**config.mk**
```make
export PLATFORM = sky130hd
export DESIGN_NAME = acq_trigger_ctrl
export DESIGN_NICKNAME = d
export VERILOG_FILES = /design/src/rtl/acq_trigger_ctrl.sv
export SDC_FILE = /design/constraint.sdc
export NUM_CORES = 1
export LEC_CHECK = 0
export ABC_AREA = 1
export BUFFER_PORTS_ARGS = -buffer_cell sky130_fd_sc_hd__buf_2
export CORE_MARGIN = 1.5
export CORE_UTILIZATION = 52
export DETAILED_ROUTE_END_ITERATION = 8
export GPL_TIMING_DRIVEN = 1
export PLACE_DENSITY = 0.73
export SLEW_MARGIN = 30
export SYNTH_ARGS = -nofsm -noshare
export SYNTH_HDL_FRONTEND = slang
export SYNTH_SLANG_ARGS = --single-unit
```
**constraint.sdc**
```tcl
create_clock -name clk -period 6.2 [get_ports clk]
set_clock_uncertainty 0.1 [all_clocks]
set_input_delay 0.93 -clock clk [delete_from_list [all_inputs] [get_ports clk]]
set_output_delay 0.93 -clock clk [all_outputs]
set_load 0.1 [all_outputs]
```
**src/rtl/acq_trigger_ctrl.sv**
```systemverilog
// Acquisition sequencer: arms, pre-fills, hunts for a trigger edge, captures the post-trigger
// span into the sample ring buffer and hands the frame to the display. Optional hysteresis via TRIG_HYST_EN.
module acq_trigger_ctrl #(
    parameter int DATA_W  = 12,
    parameter int ADDR_W  = 10,
    parameter int AUTO_TO = 1048576,
    parameter int HYST    = 8
) (
    input  logic              clk,
    input  logic              rst,
    input  logic              sample_valid,
    input  logic [DATA_W-1:0] sample_data,
    input  logic [DATA_W-1:0] trig_level,
    input  logic              trig_edge,
    input  logic [1:0]        trig_mode,
    input  logic [ADDR_W-1:0] pretrig_len,
    input  logic              arm,
    input  logic              stop,
    input  logic              display_ack,
    output logic              wr_en,
    output logic [ADDR_W-1:0] wr_addr,
    output logic [DATA_W-1:0] wr_data,
    output logic [ADDR_W-1:0] trig_addr,
    output logic [ADDR_W-1:0] frame_start,
    output logic              trig_forced,
    output logic              frame_done,
    output logic              busy,
    output logic [2:0]        state_o
);

    localparam int CNT_W = (AUTO_TO > 1) ? $clog2(AUTO_TO) : 1;

    typedef enum logic [2:0] {
        IDLE     = 3'd0,
        PRE_FILL = 3'd1,
        ARMED    = 3'd2,
        POST     = 3'd3,
        DONE     = 3'd4
    } state_t;

    state_t            state, state_nxt;
    logic [ADDR_W-1:0] ptr;
    logic [ADDR_W-1:0] pre_len;
    logic [ADDR_W-1:0] pre_cnt;
    logic [ADDR_W-1:0] post_cnt;
    logic [DATA_W-1:0] prev;
    logic              prev_valid;
    logic [CNT_W-1:0]  auto_cnt;
    logic              force_trig;
    logic              wr;
    logic              rearm;
    logic              edge_hit;
    logic              forced_hit;
    logic              trig_hit;

`ifdef TRIG_HYST_EN
    localparam logic [DATA_W-1:0] HYST_V = DATA_W'(HYST);

    logic [DATA_W-1:0] lvl_lo, lvl_hi;
    logic              qual;

    // Re-qualification thresholds, saturated at the ends of the sample range
    always_comb begin
        lvl_lo = (trig_level >= HYST_V) ? trig_level - HYST_V : '0;
        lvl_hi = (trig_level <= ~HYST_V) ? trig_level + HYST_V : '1;
    end
`endif

    always_comb begin
        edge_hit = 1'b0;
        if (prev_valid) begin
            if (trig_edge)
                edge_hit = (prev > trig_level) && (sample_data <= trig_level);
            else
                edge_hit = (prev < trig_level) && (sample_data >= trig_level);
        end
`ifdef TRIG_HYST_EN
        edge_hit = edge_hit && qual;
`endif
        forced_hit = force_trig && (trig_mode == 2'd0);
        trig_hit   = sample_valid && (edge_hit || forced_hit);
    end

    // Zero-length pre/post spans move on after one idle cycle so a frame is always DEPTH samples
    always_comb begin
        state_nxt = state;
        wr        = 1'b0;
        rearm     = 1'b0;
        case (state)
            IDLE: begin
                if (arm) begin
                    state_nxt = PRE_FILL;
                    rearm     = 1'b1;
                end
            end
            PRE_FILL: begin
                if (pre_len == '0) begin
                    state_nxt = ARMED;
                end else begin
                    wr = sample_valid;
                    if (sample_valid && (pre_cnt == pre_len - ADDR_W'(1)))
                        state_nxt = ARMED;
                end
            end
            ARMED: begin
                wr = sample_valid;
                if (trig_hit)
                    state_nxt = POST;
            end
            POST: begin
                if (post_cnt == '0) begin
                    state_nxt = DONE;
                end else begin
                    wr = sample_valid;
                    if (sample_valid && (post_cnt == ADDR_W'(1)))
                        state_nxt = DONE;
                end
            end
            DONE: begin
                if (arm || (display_ack && !trig_mode[1])) begin
                    state_nxt = PRE_FILL;
                    rearm     = 1'b1;
                end else if (display_ack) begin
                    state_nxt = IDLE;
                end
            end
            default: state_nxt = IDLE;
        endcase
        if (stop) begin
            state_nxt = IDLE;
            rearm     = 1'b0;
        end
    end

    assign wr_en   = wr;
    assign wr_addr = ptr;
    assign wr_data = wr ? sample_data : '0;
    assign busy    = (state == PRE_FILL) || (state == ARMED) || (state == POST);
    assign state_o = state;

    always_ff @(posedge clk) begin
        if (rst) begin
            state       <= IDLE;
            ptr         <= '0;
            pre_len     <= '0;
            pre_cnt     <= '0;
            post_cnt    <= '0;
            prev        <= '0;
            prev_valid  <= 1'b0;
            auto_cnt    <= '0;
            force_trig  <= 1'b0;
            trig_addr   <= '0;
            frame_start <= '0;
            trig_forced <= 1'b0;
            frame_done  <= 1'b0;
`ifdef TRIG_HYST_EN
            qual        <= 1'b0;
`endif
        end else begin
            state      <= state_nxt;
            frame_done <= (state_nxt == DONE) && (state != DONE);
            if (wr)
                ptr <= ptr + ADDR_W'(1);
            if (rearm) begin
                pre_len     <= pretrig_len;
                pre_cnt     <= '0;
                prev_valid  <= 1'b0;
                trig_forced <= 1'b0;
            end
            if (state == PRE_FILL && wr)
                pre_cnt <= pre_cnt + ADDR_W'(1);
            if (state == POST && wr)
                post_cnt <= post_cnt - ADDR_W'(1);

            // Timeout counter and hysteresis qualifier only live while hunting for an edge
            if (state == ARMED) begin
                if (!force_trig) begin
                    if (auto_cnt == CNT_W'(AUTO_TO - 1))
                        force_trig <= 1'b1;
                    else
                        auto_cnt <= auto_cnt + CNT_W'(1);
                end
                if (sample_valid) begin
                    prev       <= sample_data;
                    prev_valid <= 1'b1;
`ifdef TRIG_HYST_EN
                    if (trig_edge ? (sample_data >= lvl_hi) : (sample_data <= lvl_lo))
                        qual <= 1'b1;
`endif
                end
                if (trig_hit && !stop) begin
                    trig_addr   <= ptr;
                    frame_start <= ptr - pre_len;
                    post_cnt    <= '1 - pre_len;
                    trig_forced <= forced_hit;
                end
            end else begin
                auto_cnt   <= '0;
                force_trig <= 1'b0;
`ifdef TRIG_HYST_EN
                qual       <= 1'b0;
`endif
            end
        end
    end

endmodule

```
==> metrics.md, run 1 <==
| Metric | Value |
|---|---|
| Outcome | finished clean |
| Post-CTS Setup Bufs | 0 |
| Die footprint | 12500 sq um |
| Number of synthesized flops with an enable pin | 0 |
| Core Box Area | between 10000 and 15000 sq um |
| Sequential area share after synthesis | around a third |
| Detailed Routing Iterations Pass 1 | 5 |
| Clock power frac | between 40 and 50% |
| Switching power | between 300 and 400 uW |
| Ports | 92 |
| CTS tree | built |
| Total grt overflow | 0 |
| Post-route DRC | 0 |
| Worst Hold Class | flip-flop to flip-flop |
| Critical Path Source Type | flip-flop |
| F_max | 0.274 GHz |
| Top_reg_cell synth | dfxtp_1 |
| Diode count | 0 |
| Final TNS setup | 0 ns |
| Least-Margin Pin Slew | around 0.78 ns |
| Largest net degree at the start of global routing | 49 |
| FFs w/ async S/R, synth | 0% |
| CTS root buffer | clkbuf_16 |
| Post-CTS Resized | 0 |
| Final hold vios | 0 |
| Minimum clock period | 3.65 ns |
| Vias in the first global route | 5114 |
| Setup violators final | 0 |
| Layout cell share with drive strength beyond 1 | between 15 and 20% |
| Die Span Y | about 110 um |
| Combinational share of power | 13.2% |
| Max-cap viol count | 0 |
| Worst R2R Setup Slack | about 3.4 ns |
| Die width | 112 um |
| Global-route wire length before repair | around 24 mm |
| Initial DRC count | ~370 |
| DPL Wire Length | 10.5 mm |
| P&R area growth vs syn | 12.7% |
| IO buf count | 91 |
| PwrDens | slightly above 200 nW/um^2 |
| Drt total wl | between 10 and 15 mm |
| Cells after Synth | 880 |
| Total number of vias | 5751 |
| Leak | between 0.003 and 0.004 uW |
| GP Congestion | 0.834 |
| Library cells used by synthesis | 45 |
| Flop pwr share | a little under half |
| Mapped Area | 6140 sq um |
| Worst-Skew Late Latency | about 0.35 ns |
| CTS Buffer Depth | 2 |
| Required time of the critical path | just over 5 ns |
| Total CTS buffers | 9 |
| Initial antenna violation count | 0 |
| All-layer global routing usage | around a quarter |
| Critical path type | flip-flop to output port |
| Nets | roughly 1.0k |
| Tcrit/Tclk final | between 50% and 60% |
| Worst setup EP type | output port |
| Avg Cell Area, Syn | between 6 and 7 sq um |
| Clk slew on worst S/H paths | around 0.07 ns |
| Post-DRT Antenna Nets | 0 |
| Fraction of power spent switching nets | 26.9% |
| CTS HTree Levels | 3 |
| Pins Over Slew Limit | 0 |
| Post-CTS Hold Buffers | 0 |
| Hold Slack | 0.366 ns |
| DR WL/cell | between 10 and 15 um |
| Yosys Warn Count | 0 |
| CP arrival | ~2.6 ns |
| Commonest cells after routing, fill and taps aside | 188 x nand2_1, 108 x inv_1, 106 x nor2_1, 99 x dfxtp_1, 91 x buf_2 |
| Final core utilization | about 60% |
| Sink Count | 99 |
| Internal power | 1030 uW |
| Maximum vdd ir drop | 0.000374 V |
| Max transition margin | 47.6% |
| Vias/cell | ~5.2 |
| Starting Density | approximately 54% |
| Syn_nets | between 900 and 1k |
| Seq cells post-synth | 99 |
| RSZ-0062 raised after global routing | no |
| Commonest non-fill, non-tap cell in the layout | nand2_1 |
| Crit path max fanout | 22 |
| Row count | 39 |
Yosys cell counts, types with 15 or more instances:
library cell | n | share of area, %
nand2_1 | 188 | 11
inv_1 | 108 | 6.6
nor2_1 | 106 | 6.5
dfxtp_1 | 99 | 32
a21oi_1 | 78 | 6.4
nand3_1 | 42 | 3.4
o21ai_0 | 42 | 3.4
ha_1 | 39 | 7.9
xor2_1 | 25 | 3.6
nor3_1 | 20 | 1.6
nand3_2 | 15 | 2.4
layout make-up:
| cell class | count | area (sq um) |
|---|---|---|
| fill | 1108 | 4550 |
| clock buffer | 10 | 239 |
| timing repair buffer | 93 | 470 |
| inverter | 111 | 417 |
| multi-input combinational | 642 | 3580 |
| tap | 143 | 179 |
| clock inverter | 4 | 51.3 |
| sequential | 99 | 1980 |
metrics by stage:
step / cells / setup WS [ns] / area, sq um / total power (uW)
3_5_place_dp: 1088 / 2.37 / 6630 / 850
6_report: 1102 / 2.55 / 6920 / 1400
5_1_grt: 1102 / 2.31 / 6920 / 1460
4_1_cts: 1102 / 2.55 / 6920 / 1420
3_3_place_gp: 1088 / 2.50 / 6630 / 849
2_1_floorplan: 880 / 2.13 / 6140 / 801
worst max-delay path, stage by stage, from the launching register on:
cell	delay (ns)
dfxtp_1	0.33
inv_1	0.16
ha_1	0.23
nand3_2	0.14
nor2_1	0.20
nand3_1	0.09
nand3_1	0.17
nand3_2	0.41
nand2_1	0.20
inv_1	0.05
buf_2	0.28
power by group through the flow:
stage,logic (uW),clock network [uW],registers (uW)
global route,207,603,653
floorplan,131,0,671
global placement,182,0,667
detailed placement,183,0,667
finish,185,565,653
CTS,184,579,652
logic make-up after synthesis:
logic type	count (synthesis)	synth area share [%]
adder cells (fa/ha/maj)	40	8.27
buffers and inverters	139	9.57
flip-flops	99	32.3
AND/OR/NAND/NOR	410	30.0
XOR/XNOR	40	5.93
AO/OA/AOI/OAI	152	14.0
path summary, 6_finish.rpt:
| check | startpoint | to | depth (start not counted) |
|---|---|---|---|
| worst max-delay path | pre_len[1]$_SDFFE_PP0P_ | wr_data[7] | 10 |
| worst min-delay path | trig_addr[3]$_SDFFE_PP0P_ | trig_addr[3]$_SDFFE_PP0P_ | 2 |
| worst max register to register | state_o[2]$_SDFF_PP0_ | frame_start[8]$_SDFFE_PP0P_ | 9 |
| worst min register to register | trig_addr[3]$_SDFFE_PP0P_ | trig_addr[3]$_SDFFE_PP0P_ | 2 |
metal layers:
layer / global-route usage, % / share of wire (%) / up-vias / wire, um
li1: - / - / 3014 / -
met1: 33.2 / 51 / 2600 / 7400
met2: 37.3 / 43 / 126 / 6290
met3: 4.90 / 4.5 / 11 / 645
met4: 5.40 / 1.0 / 0 / 145
met5: 0 / 0 / - / 0
sequential cells by signal, indices dropped and copies added, names as in the netlist:
| name | count |
|---|---|
| trig_forced | 1 |
| pre_cnt | 10 |
| force_trig | 1 |
| frame_start | 10 |
| auto_cnt | 20 |
| prev_valid | 1 |
| frame_done | 1 |
| wr_addr | 10 |
| state_o | 3 |
| pre_len | 10 |
| prev | 12 |
| post_cnt | 10 |
| trig_addr | 10 |
Note: power is estimated with default switching activity, not from simulation.
==> inputs of run 2 (changes only) <==
- PLACE_DENSITY: 0.73 -> 0.76
- clock period: 6.2 -> 3.3 ns (I/O delays scaled with it)
==> run 2 against run 1 <==
Effect of this change: sequential share of layout area is 0.49 points lower; first-iteration DRC count is 2.2% higher; flip-flop and latch count stayed put; worst setup slack worse by 2.3 ns; critical endpoint is now wr_data[6]; largest cell class unchanged.
==> metrics.md, run 2 (synthesis results as in run 1) <==
| Metric | Value |
|---|---|
| Largest net degree at the start of global routing | 49 (unchanged) |
| Final TNS setup | 0 ns (unchanged) |
| Switching power | 720 uW (+91%) |
| # placed instances | 1095 (+0.64%) |
| Vias in the first global route | 5385 (+5.3%) |
| Total CTS buffers | 9 (unchanged) |
| Max transition margin | 61.3% (+14 points) |
| Sink Count | 99 (unchanged) |
| Fraction of power spent switching nets | 26.9% (-0.057 points) |
| Diode count | 0 (unchanged) |
| Combinational share of power | 13.1% (about the same) |
| Max reg flops | 20 (unchanged) |
| Commonest cells after routing, fill and taps aside | 188 x nand2_1, 106 x nor2_1, 99 x inv_1, 96 x dfxtp_1, 91 x buf_2 |
| Setup violators final | 0 (unchanged) |
| Commonest non-fill, non-tap cell in the layout | nand2_1 |
| Reg with most FFs | auto_cnt |
| P&R area growth vs syn | 14.9% |
| Tcrit/Tclk final | between 90 and 100% |
| Clk slew on worst S/H paths | 0.07 ns (about the same) |
| CP endpoint | wr_data[6] |
| Die Span Y | 112 um (unchanged) |
| DR WL/cell | 13.1 um (-0.42%) |
| Largest registers | auto_cnt x20, prev x12 |
| Post-DRT Antenna Nets | 0 (unchanged) |
| Worst Hold Class | input pin to flip-flop |
| Outcome | finished clean |
| Hold Slack | 0.325 ns (-0.0407 ns) |
| CTS root buffer | clkbuf_16 |
| Initial antenna violation count | 0 (unchanged) |
| Clock power frac | 41.2% (+0.9 points) |
| Required time of the critical path | 2.70 ns (-2.47 ns) |
| Worst r2r src | wr_addr[0]$_SDFFE_PP0P_ |
| Post-CTS Hold Buffers | 0 (unchanged) |
| IO buf count | 91 (unchanged) |
| Non-Filler Instances | 1111 (+0.82%) |
| CTS HTree Levels | 3 (unchanged) |
| Critical Path Source Type | flip-flop |
| Internal power | 1960 uW (+91%) |
| Global-route wire length before repair | 24.5 mm (+2.0%) |
| Ports | 92 (unchanged) |
| F_max | 0.326 GHz |
| Crit path max fanout | 14 (-36%) |
| Critical path type | flip-flop to output port |
| DP Worst Slack | 0.518 ns (-1.85 ns) |
| Post-route DRC | 0 (unchanged) |
| CP arrival | 2.47 ns (-0.15 ns) |
| Minimum clock period | between 3 and 4 ns |
| Die width | 112 um (unchanged) |
| Max-cap viol count | 0 (unchanged) |
| Layout cell share with drive strength beyond 1 | 17.7% (+1.8 points) |
| Total grt overflow | 0 (unchanged) |
| CP Launch Point | pre_len[0]$_SDFFE_PP0P_ |
| Flop pwr share | 45.7% (-0.8 points) |
| Die footprint | 12500 sq um (unchanged) |
| Pins Over Slew Limit | 0 (unchanged) |
| Row count | 39 (unchanged) |
| Reg2Reg Depth | 10 (+1) |
| Total number of vias | 5858 (+1.9%) |
| CTS tree | built |
| Starting Density | 53.6% (unchanged) |
| RSZ-0062 raised after global routing | no |
| Maximum vdd ir drop | 0.000354 V (-5.3%) |
| CTS Buffer Depth | 2 (unchanged) |
| End of the worst register-to-register path | frame_start[6]$_SDFFE_PP0P_ |
| Post-CTS Setup Bufs | 0 (unchanged) |
| Worst R2R Setup Slack | 0.75 ns (-2.68 ns) |
| Worst-Skew Late Latency | 0.36 ns (about the same) |
| GP Congestion | 0.879 (+5.4%) |
| Vias/cell | 5.27 (+1.0%) |
| PwrDens | 380 nW/um^2 (+87%) |
| All-layer global routing usage | 23.9% (+0.29 points) |
| Worst setup EP type | output port |
| Least-Margin Pin Slew | 0.579 ns (-0.206 ns) |
| Leak | 0.00310 uW (-1.4%) |
| Nets | 1046 (+0.67%) |
| Drt total wl | 14.5 mm (+0.39%) |
| Final hold vios | 0 (unchanged) |
| DPL Wire Length | 10.6 mm (+1.2%) |
| Setup ws final | 0.231 ns (-2.32 ns) |
| Pwr Total | 2680 uW (+91%) |
| Initial DRC count | 380 (+2.2%) |
| Core Box Area | 11500 sq um (unchanged) |
| Detailed Routing Iterations Pass 1 | 5 (unchanged) |
run 2: cell count changes in the layout (fill, tap and decap cells not counted), moves of 2 or more:
cell	delta
buf_12	+2
buf_4	+5
clkbuf_1	+2
clkinvlp_4	+9
dfxtp_1	-3
dfxtp_2	+3
inv_1	-9
run 2: worst max-delay path, stage by stage (launching register included):
cell        delay (ns)
dfxtp_1           0.44
inv_1             0.11
ha_1              0.24
nand3_2           0.12
nor2_1            0.08
nand3_1           0.08
nand3_1           0.20
nand3_4           0.24
nand2_1           0.12
clkinvlp_4        0.07
buf_2             0.41
run 2: repair_timing:
action                                  4_1_cts  5_1_grt
resized for setup                             0        1
endpoints found under the hold margin         0        0
endpoints found under the setup margin        0        9
run 2: worst min path at each step:
stage	end	cells after the start	slack [ns]	start
detailed placement	prev[0]$_SDFFE_PP0P_	2	0.35	prev[0]$_SDFFE_PP0P_
global route	pre_len[9]$_SDFFE_PP0P_	3	0.32	pretrig_len[9]
global placement	prev[0]$_SDFFE_PP0P_	2	0.35	prev[0]$_SDFFE_PP0P_
floorplan	prev[0]$_SDFFE_PP0P_	2	0.33	prev[0]$_SDFFE_PP0P_
finish	prev[7]$_SDFFE_PP0P_	3	0.32	sample_data[7]
CTS	prev[7]$_SDFFE_PP0P_	3	0.32	sample_data[7]
run 2: per-stage QoR:
| stage | utilization (%) | instance area, sq um |
|---|---|---|
| 2_1_floorplan | - | 6180 |
| 3_3_place_gp | 58.8 | 6740 |
| 3_5_place_dp | 58.8 | 6740 |
| 4_1_cts | 61.5 | 7050 |
| 5_1_grt | 61.5 | 7050 |
| 6_report | 61.5 | 7050 |
run 2: area by class of cell:
type	instances	area, sq um
Multi-Input combinational cell	642	3580
Timing Repair Buffer	100	548
Sequential cell	99	1990
Tap cell	143	179
Fill cell	1047	4410
Clock inverter	3	46.3
Clock buffer	13	260
Inverter	111	450
run 2: metal layers:
layer	GRT usage, %	share of wire [%]	vias to the layer above
li1	-	-	3024
met1	31.8	48	2657
met2	37.6	45	158
met3	6.21	6.0	19
met4	8.19	1.5	0
met5	0	0	-
run 2: power groups by stage:
stage | combinational [uW] | clock [uW] | sequential, uW
3_5_place_dp | 349 | 0 | 1250
5_1_grt | 392 | 1160 | 1220
3_3_place_gp | 348 | 0 | 1250
2_1_floorplan | 247 | 0 | 1260
4_1_cts | 352 | 1120 | 1220
6_report | 352 | 1100 | 1220
